<file path="src/rtl/st_buf.sv">
// Store buffer: allocates at dispatch, captures addr/data at execute, commits in order, drains committed entries to dcache.
// Latency: retire at edge k makes the entry drainable in cycle k+1; dispatch_id advances the cycle after a fire.
// Backpressure: dispatch_ready drops when full or flushing; dcache outputs hold steady while dcache_st_ready is low.
module st_buf #(
  parameter int N_ENTRIES = 8,
  parameter int ID_WIDTH  = $clog2(N_ENTRIES)
) (
  input  logic                clk,
  input  logic                rst,
  output logic                dispatch_ready,
  input  logic                dispatch_valid,
  output logic [ID_WIDTH-1:0] dispatch_id,
  input  logic                exec_wr_valid,
  input  logic [ID_WIDTH-1:0] exec_wr_id,
  input  logic [31:0]         exec_wr_eff_addr,
  input  logic [31:0]         exec_wr_st_data,
  input  logic [1:0]          exec_wr_st_width,
  input  logic                retire_valid,
  input  logic                flush,
  output logic                dcache_st_valid,
  input  logic                dcache_st_ready,
  output logic [31:0]         dcache_st_addr,
  output logic [31:0]         dcache_st_data,
  output logic [1:0]          dcache_st_width,
  output logic [ID_WIDTH:0]   count,
  output logic                empty
);

  localparam logic [ID_WIDTH:0] PTR_ONE = {{ID_WIDTH{1'b0}}, 1'b1};
  localparam logic [ID_WIDTH:0] DEPTH   = N_ENTRIES[ID_WIDTH:0];

  // Pointers carry a wrap bit so full and empty are distinguishable.
  logic [ID_WIDTH:0]    head_q, head_d;
  logic [ID_WIDTH:0]    cmt_q, cmt_d;
  logic [ID_WIDTH:0]    tail_q, tail_d;
  logic [N_ENTRIES-1:0] written_q, written_d;

  logic [31:0] addr_q  [N_ENTRIES];
  logic [31:0] data_q  [N_ENTRIES];
  logic [1:0]  width_q [N_ENTRIES];

  logic [ID_WIDTH-1:0] head_idx, cmt_idx, tail_idx;
  logic [ID_WIDTH:0]   wr_off, uncmt_cnt;
  logic                full, dispatch_fire, retire_fire, drain_fire;
  logic                wr_in_range, wr_en;

  assign head_idx = head_q[ID_WIDTH-1:0];
  assign cmt_idx  = cmt_q[ID_WIDTH-1:0];
  assign tail_idx = tail_q[ID_WIDTH-1:0];

  assign count = tail_q - head_q;
  assign empty = (count == '0);
  assign full  = (count == DEPTH);

  assign dispatch_ready = !full && !flush;
  assign dispatch_id    = tail_idx;
  assign dispatch_fire  = dispatch_valid && dispatch_ready;

  assign retire_fire = retire_valid && (cmt_q != tail_q);

  assign dcache_st_valid = (head_q != cmt_q);
  assign drain_fire      = dcache_st_valid && dcache_st_ready;
  // Fields are zeroed when nothing is drainable so idle/reset outputs are clean.
  assign dcache_st_addr  = dcache_st_valid ? addr_q[head_idx]  : '0;
  assign dcache_st_data  = dcache_st_valid ? data_q[head_idx]  : '0;
  assign dcache_st_width = dcache_st_valid ? width_q[head_idx] : '0;

  // Distance of the write id past cmt, modulo the ring, compared to the uncommitted span.
  assign wr_off      = {1'b0, exec_wr_id - cmt_idx};
  assign uncmt_cnt   = tail_q - cmt_q;
  assign wr_in_range = (wr_off < uncmt_cnt);
  // During a flush only the entry being committed this very cycle may still be written.
  assign wr_en = exec_wr_valid && wr_in_range &&
                 (!flush || (retire_fire && (exec_wr_id == cmt_idx)));

  // Next-state for pointers and per-entry written flags.
  always_comb begin
    head_d    = head_q;
    cmt_d     = cmt_q;
    tail_d    = tail_q;
    written_d = written_q;
    if (drain_fire)    head_d = head_q + PTR_ONE;
    if (retire_fire)   cmt_d  = cmt_q + PTR_ONE;
    if (dispatch_fire) begin
      tail_d              = tail_q + PTR_ONE;
      written_d[tail_idx] = 1'b0;
    end
    // Flush discards everything younger than the (post-retire) commit point.
    if (flush)         tail_d = cmt_d;
    if (wr_en)         written_d[exec_wr_id] = 1'b1;
  end

  // Control state register with synchronous reset.
  always_ff @(posedge clk) begin
    if (rst) begin
      head_q    <= '0;
      cmt_q     <= '0;
      tail_q    <= '0;
      written_q <= '0;
    end else begin
      head_q    <= head_d;
      cmt_q     <= cmt_d;
      tail_q    <= tail_d;
      written_q <= written_d;
    end
  end

  // Entry payload capture on an accepted execute write; payload needs no reset.
  always_ff @(posedge clk) begin
    if (wr_en && !rst) begin
      addr_q[exec_wr_id]  <= exec_wr_eff_addr;
      data_q[exec_wr_id]  <= exec_wr_st_data;
      width_q[exec_wr_id] <= exec_wr_st_width;
    end
  end

  // The ROB must never retire a store that has not executed (a same-cycle write counts).
  a_retire_written : assert property (@(posedge clk) disable iff (rst)
      retire_fire |-> (written_q[cmt_idx] || (wr_en && (exec_wr_id == cmt_idx))))
    else $error("st_buf: retire of unwritten entry %0d", cmt_idx);

endmodule

</file>
<file path="config.mk">
export PLATFORM = sky130hd
export DESIGN_NAME = st_buf
export DESIGN_NICKNAME = d
export VERILOG_FILES = /design/src/rtl/st_buf.sv
export SDC_FILE = /design/constraint.sdc
export NUM_CORES = 1
export LEC_CHECK = 0
export ABC_CLOCK_PERIOD_IN_PS = 26100
export CORE_ASPECT_RATIO = 1.75
export CORE_MARGIN = 5
export CORE_UTILIZATION = 62
export DETAILED_ROUTE_END_ITERATION = 8
export GPL_TIMING_DRIVEN = 0
export PLACE_DENSITY = 0.81
export SLEW_MARGIN = 25
export SYNTH_ARGS = -nofsm -noshare
export SYNTH_HDL_FRONTEND = slang
export SYNTH_SLANG_ARGS = --single-unit
</file>
<file path="constraint.sdc">
create_clock -name clk -period 26.1 [get_ports clk]
set_clock_uncertainty 0.2 [all_clocks]
set_input_delay 3.915 -clock clk [delete_from_list [all_inputs] [get_ports clk]]
set_output_delay 3.915 -clock clk [all_outputs]
set_load 0.03 [all_outputs]
</file>
==> flow_summary.json, run 1 <==
{
  "path_max_fanout": 10,
  "cts_buffers": 45,
  "crit_chain": "clkdlybuf4s50_1 > clkbuf_1 > a21oi_1 > clkdlybuf4s50_1",
  "path_class": "in2out",
  "slew_headroom": 0.333,
  "clk_pin_slew_ns": 0.07,
  "pwr-share-clk": 0.306,
  "cts_tree": "built",
  "clockRootBuffer": "clkbuf_16",
  "ys_top_cells_by_area": "edfxtp_1 75%, mux4_2 14%, mux2i_1 3.2%",
  "fmax_ghz": 0.103,
  "synth_largest_area_cell": "edfxtp_1",
  "cts-hold-fix-buffers": 0,
  "syn_avg_cell_area_um2": 21.6,
  "crit_path_frequent_cell": "clkdlybuf4s50_1",
  "internal_power_mw": 1.64,
  "insertion_delay_ns": 0.55,
  "fin_ws_ns": 16.35,
  "setup_tns_ns": 0,
  "area_delta_synth_final_pct": 20.6,
  "grt-ovfl-total": 0,
  "ys_warn_count": 0,
  "cp_data_arrival_time_ns": 5.64,
  "hold_slack_ns": 0.397,
  "cts_buffer_depth": 3,
  "hold_class": "reg2reg",
  "async_flop_share": 0,
  "r2r_setup_slack_ns": 21.52,
  "slowest_delay_ns": 0.62,
  "synth.distinct_cells": 39,
  "final_layout_size_suffix_gt1_frac": 0.274,
  "seq_area_um2": 16200,
  "r2r-start": "cmt_q[0]",
  "multiInputGateArea_um2": 4780,
  "cts_resized": 0,
  "endpoint_kind": "output port",
  "first_pass_iters": 5,
  "finalNetCount": 1388,
  "design.core.area_um2": 33700,
  "synth-seq-cells": 543,
  "cap_violations": 0,
  "post_cts_buffers": 0,
  "antenna_found_initial": 5,
  "worstHoldStart": "head_q[3]",
  "grt_first_pass_wirelength_mm": 69.9,
  "drtAntennaViolNets": 0,
  "worstPathRequired_ns": 21.98,
  "grt.total_usage": 0.249,
  "die_h_um": 255,
  "ir_drop_v": 0.0000691,
  "fill_cells": 1817,
  "power.leakage_nw": 8.32,
  "slew_viol_final": 0,
  "period_minus_slack_ns": 9.75,
  "drt_iter0_drc": 1019,
  "whs_path_depth": 2,
  "syn_nets": 1072,
  "clock-sinks": 543,
  "post_drt_wl_per_cell_um": 25.7,
  "vias": 10900,
  "hold_end": "head_q[3]",
  "hold_violations": 0,
  "remaining_drc_errors": 0,
  "share_comb_of_total_power": 0.270,
  "grt_pass1_vias": 11500,
  "port_buffers": 151,
  "grt_max_degree": 18,
  "synth_top_flop_cell": "edfxtp_1",
  "syn-cell-area_um2": 21200,
  "die_x_um": 150,
  "pin_count": 152,
  "netlist.area_leader.share": 0.749,
  "p_sw_uw": 672,
  "htreeDepth": 2,
  "cp-start-kind": "input pin",
  "ys_seq_area_frac": 0.763,
  "routed_wl_mm": 46.1,
  "worstRegToRegCells": 14,
  "initial_core_util": 0.628,
  "synth_cells": 980,
  "setup-violations-final": 0,
  "gp_congestion": 0.775,
  "power.density_nw_per_um2": 90.7,
  "r2r_end": "addr_q[2][7]",
  "pwr-share-seq": 0.423,
  "pre_cts_ws_ns": 16.37,
  "critPathSlowestCell": "clkdlybuf4s50_1",
  "rsz0062_at_grt": "no",
  "viasPerCell": 6.06,
  "p_sw_frac": 0.290,
  "synth_edf_count": 528,
  "worst_pin_slew_ns": 0.987,
  "status": "complete, no violations",
  "dp_hpwl_mm": 31.2,
  "dieArea_um2": 38100,
  "post-route-period-util": 0.374,
  "fp-row-count": 89
}
-- cell usage in the layout (no fill, tap or decap), drive strengths merged, types with 13 or more instances in the layout --
cell | synthesis | final
nor2 | 81 | 81
clkdlybuf4s50 | 0 | 151
edfxtp | 528 | 528
mux2i | 67 | 67
clkbuf | 14 | 62
buf | 36 | 154
inv | 15 | 18
mux4 | 132 | 132
ha | 13 | 13
dfxtp | 15 | 15
clkinv | 0 | 21
-- cell families after synthesis --
group	share of synthesized area
flip-flops	0.763
XOR/XNOR	0.00662
adder cells (fa/ha/maj)	0.0105
buffers and inverters	0.0142
AO/OA/AOI/OAI	0.00668
AND/OR/NAND/NOR	0.0261
multiplexers	0.173
-- power groups by stage --
stage	Clock, mW	Sequential [mW]	Combinational, mW
global placement	0	1.00	0.611
finish	0.710	0.981	0.626
global route	0.753	0.981	0.666
detailed placement	0	1.00	0.626
CTS	0.718	0.981	0.634
floorplan	0	1.00	0.390
-- cells in the mapped netlist, types with 2 or more instances --
library cell / number
mux2i_1: 67
xor2_1: 9
a21oi_1: 4
buf_1: 12
mux2_2: 2
nand3_1: 6
mux4_2: 132
a2111oi_2: 2
a211oi_1: 2
buf_4: 11
nor2b_1: 3
nand2b_1: 2
nand2_1: 8
nand3b_1: 2
xnor2_1: 7
dfxtp_1: 15
clkbuf_1: 14
nor4_1: 8
nor2_1: 81
o21a_1: 2
edfxtp_1: 528
fa_1: 3
nor3_1: 5
nor3b_1: 2
buf_2: 13
ha_1: 13
inv_1: 15
-- layout make-up --
cell class                 instances  share of cell area
antenna                            9            0.000881
buffer                            50             0.00960
clock buffer                      48              0.0462
clock inverter                    35              0.0150
inverter                          15             0.00220
multi-input combinational        372               0.187
sequential                       543               0.632
tap                              455              0.0223
timing repair buffer             269              0.0845
-- metal layers --
layer / vias to the layer above / wire (um) / GRT usage
met3: 107 / 3050 / 0.0405
li1: 4673 / - / -
met1: 5627 / 16400 / 0.315
met2: 480 / 24900 / 0.434
met4: 0 / 1770 / 0.104
met5: - / 0 / 0
-- through the flow --
stage | power (mW) | util | area (um2) | instances
6_report | 2.32 | 0.757 | 25600 | 1796
5_1_grt | 2.40 | 0.757 | 25500 | 1791
4_1_cts | 2.33 | 0.756 | 25500 | 1787
3_5_place_dp | 1.63 | 0.710 | 24000 | 1704
3_3_place_gp | 1.62 | 0.689 | 23300 | 1586
2_1_floorplan | 1.39 | - | 21200 | 980
-- worst max-delay path by stage --
stage | startpoint | to | slack [ns] | cells past startpoint
CTS | flush | dispatch_ready | 16.35 | 4
detailed placement | flush | dispatch_ready | 16.37 | 4
floorplan | exec_wr_id[0] | addr_q[3][0] | 13.55 | 9
global route | flush | dispatch_ready | 16.25 | 4
global placement | exec_wr_id[0] | addr_q[3][8] | 7.01 | 10
finish | flush | dispatch_ready | 16.35 | 4
-- critical path, delay by kind of cell --
family | cells | cell delay (ns)
AO/OA/AOI/OAI | 1 | 0.07
buffers and inverters | 3 | 1.65
-- sequential cells by signal, indices dropped and copies added, names as in the netlist, named ones only --
signal	cells
addr_q	256
cmt_q	4
data_q	256
head_q	4
tail_q	4
width_q	16
No activity file was read; power rests on OpenSTA's default activity.
==> run 2, diff against run 1 <==
--- a/config.mk
+++ b/config.mk
@@ -5,13 +5,13 @@
 export SDC_FILE = /design/constraint.sdc
 export NUM_CORES = 1
 export LEC_CHECK = 0
-export ABC_CLOCK_PERIOD_IN_PS = 26100
+export ABC_CLOCK_PERIOD_IN_PS = 9600
 export CORE_ASPECT_RATIO = 1.75
 export CORE_MARGIN = 5
-export CORE_UTILIZATION = 62
+export CORE_UTILIZATION = 58
 export DETAILED_ROUTE_END_ITERATION = 8
 export GPL_TIMING_DRIVEN = 0
-export PLACE_DENSITY = 0.81
+export PLACE_DENSITY = 0.76
 export SLEW_MARGIN = 25
 export SYNTH_ARGS = -nofsm -noshare
 export SYNTH_HDL_FRONTEND = slang
==> constraint.sdc (replaced) <==
create_clock -name clk -period 9.6 [get_ports clk]
set_clock_uncertainty 0.2 [all_clocks]
set_input_delay 1.44 -clock clk [delete_from_list [all_inputs] [get_ports clk]]
set_output_delay 1.44 -clock clk [all_outputs]
set_load 0.03 [all_outputs]
==> flow_summary.json, run 2 (synthesized netlist as in run 1, its figures left out) <==
{
  "status": "complete, no violations",
  "fin_ws_ns": 4.18,
  "area_delta_synth_final_pct": 20.1,
  "hold_slack_ns": 0.394,
  "hold_violations": 0,
  "hold_class": "reg2reg",
  "finalPower_mw": 6.13,
  "crit_chain": "clkdlybuf4s50_1 > inv_1 > ha_1 > fa_1 > inv_1 > ha_1 > a21o_1 > a21oi_1 > nor3_2 > nor4_2 > buf_2 > buf_2 > buf_4 > buf_2 > buf_2 > buf_2 > buf_2 > buf_2",
  "final_layout_size_suffix_gt1_frac": 0.263,
  "critPathSlowestCell": "clkdlybuf4s50_1",
  "final_cells": 1795,
  "cp-start-kind": "input pin",
  "setup-violations-final": 0,
  "setup_tns_ns": 0,
  "worst_pin_slew_ns": 0.979,
  "rsz0062_at_grt": "no",
  "layout_common_cells": "528 x edfxtp_1, 151 x clkdlybuf4s50_1, 132 x mux4_2, 88 x buf_2, 81 x nor2_1",
  "endpoint_kind": "flip-flop",
  "p_sw_frac": 0.293,
  "pre_cts_ws_ns": 3.56,
  "htreeDepth": 2,
  "cts_tree": "built",
  "post_drt_wl_per_cell_um": 24.9,
  "pin_count": 152,
  "path_max_fanout": 8,
  "slew_headroom": 0.347,
  "drtAntennaViolNets": 0,
  "port_buffers": 151,
  "ir_drop_v": 0.000169,
  "dieArea_um2": 40600,
  "die_h_um": 263,
  "place_area_um2": 24000,
  "multiInputGateArea_um2": 4800,
  "crit_path_frequent_cell": "buf_2",
  "pwr-share-clk": 0.288,
  "viasPerCell": 5.90,
  "remaining_drc_errors": 0,
  "path_class": "in2reg",
  "clk_pin_slew_ns": 0.06,
  "post-route-period-util": 0.564,
  "diodes": 0,
  "share_comb_of_total_power": 0.277,
  "grt_max_degree": 17,
  "utilization": 0.706,
  "power.leakage_nw": 8.22,
  "cts_resized": 0,
  "clockRootBuffer": "clkbuf_16",
  "fill_cells": 2254,
  "insertion_delay_ns": 0.54,
  "grt.total_usage": 0.223,
  "fmax_ghz": 0.185,
  "power.density_nw_per_um2": 241,
  "die_x_um": 154,
  "grt_first_pass_wirelength_mm": 68.0,
  "clock-sinks": 543,
  "first_pass_iters": 5,
  "slew_viol_final": 0,
  "p_sw_mw": 1.79,
  "cts_buffers": 45,
  "dp.cells": 1711,
  "internal_power_mw": 4.33,
  "seq_area_um2": 16200,
  "pwr-share-seq": 0.435,
  "finalNetCount": 1380,
  "gp_congestion": 0.758,
  "antenna_found_initial": 3,
  "cp_data_arrival_time_ns": 5.47,
  "drt_iter0_drc": 708,
  "vias": 10600,
  "grt-ovfl-total": 0,
  "initial_core_util": 0.588,
  "post_cts_buffers": 0,
  "cts_buffer_depth": 3,
  "cap_violations": 0,
  "period_minus_slack_ns": 5.42,
  "cts-hold-fix-buffers": 0,
  "grt_pass1_vias": 11100,
  "design.core.area_um2": 36000,
  "worstPathRequired_ns": 9.65,
  "dp_hpwl_mm": 31.2,
  "final_common_cell": "edfxtp_1",
  "slowest_delay_ns": 0.48,
  "stdcell_area_um2": 25400,
  "reg.largest.list": "addr_q x256, data_q x256, width_q x16",
  "routed_wl_mm": 44.8,
  "fp-row-count": 92
}
==> run 2: cell type report <==
cell class	instances	area share
clock inverter	32	0.00876
tap	470	0.0231
buffer	50	0.00964
multi-input combinational	372	0.189
clock buffer	52	0.0470
timing repair buffer	261	0.0853
sequential	543	0.635
inverter	15	0.00221
==> run 2: power groups by stage <==
| stage | Clock, mW | Combinational, mW | Sequential, mW |
|---|---|---|---|
| floorplan | 0 | 1.06 | 2.72 |
| global placement | 0 | 1.67 | 2.73 |
| detailed placement | 0 | 1.72 | 2.72 |
| CTS | 1.79 | 1.73 | 2.67 |
| global route | 1.88 | 1.81 | 2.67 |
| finish | 1.76 | 1.70 | 2.67 |
==> run 2: final timing paths <==
check	start	endpoint	slack (ns)	depth (start not counted)
worst max-delay path	exec_wr_id[0]	addr_q[0][7]	4.18	18
worst min register to register	head_q[3]	head_q[3]	0.39	2
worst min-delay path	head_q[3]	head_q[3]	0.39	2
worst max register to register	cmt_q[0]	addr_q[0][7]	5.04	17
==> run 2: layer usage <==
layer	track usage	routed length [um]
met2	0.407	24900
met3	0.0334	2360
met5	0	42
met1	0.281	16700
met4	0.0521	823
==> run 2: worst max-delay path, delay by kind of cell <==
family / cells / cell delay (ns)
buf+inv: 11 / 2.28
fa+ha+maj: 3 / 0.94
compound gates: 2 / 0.32
simple gates: 2 / 0.45
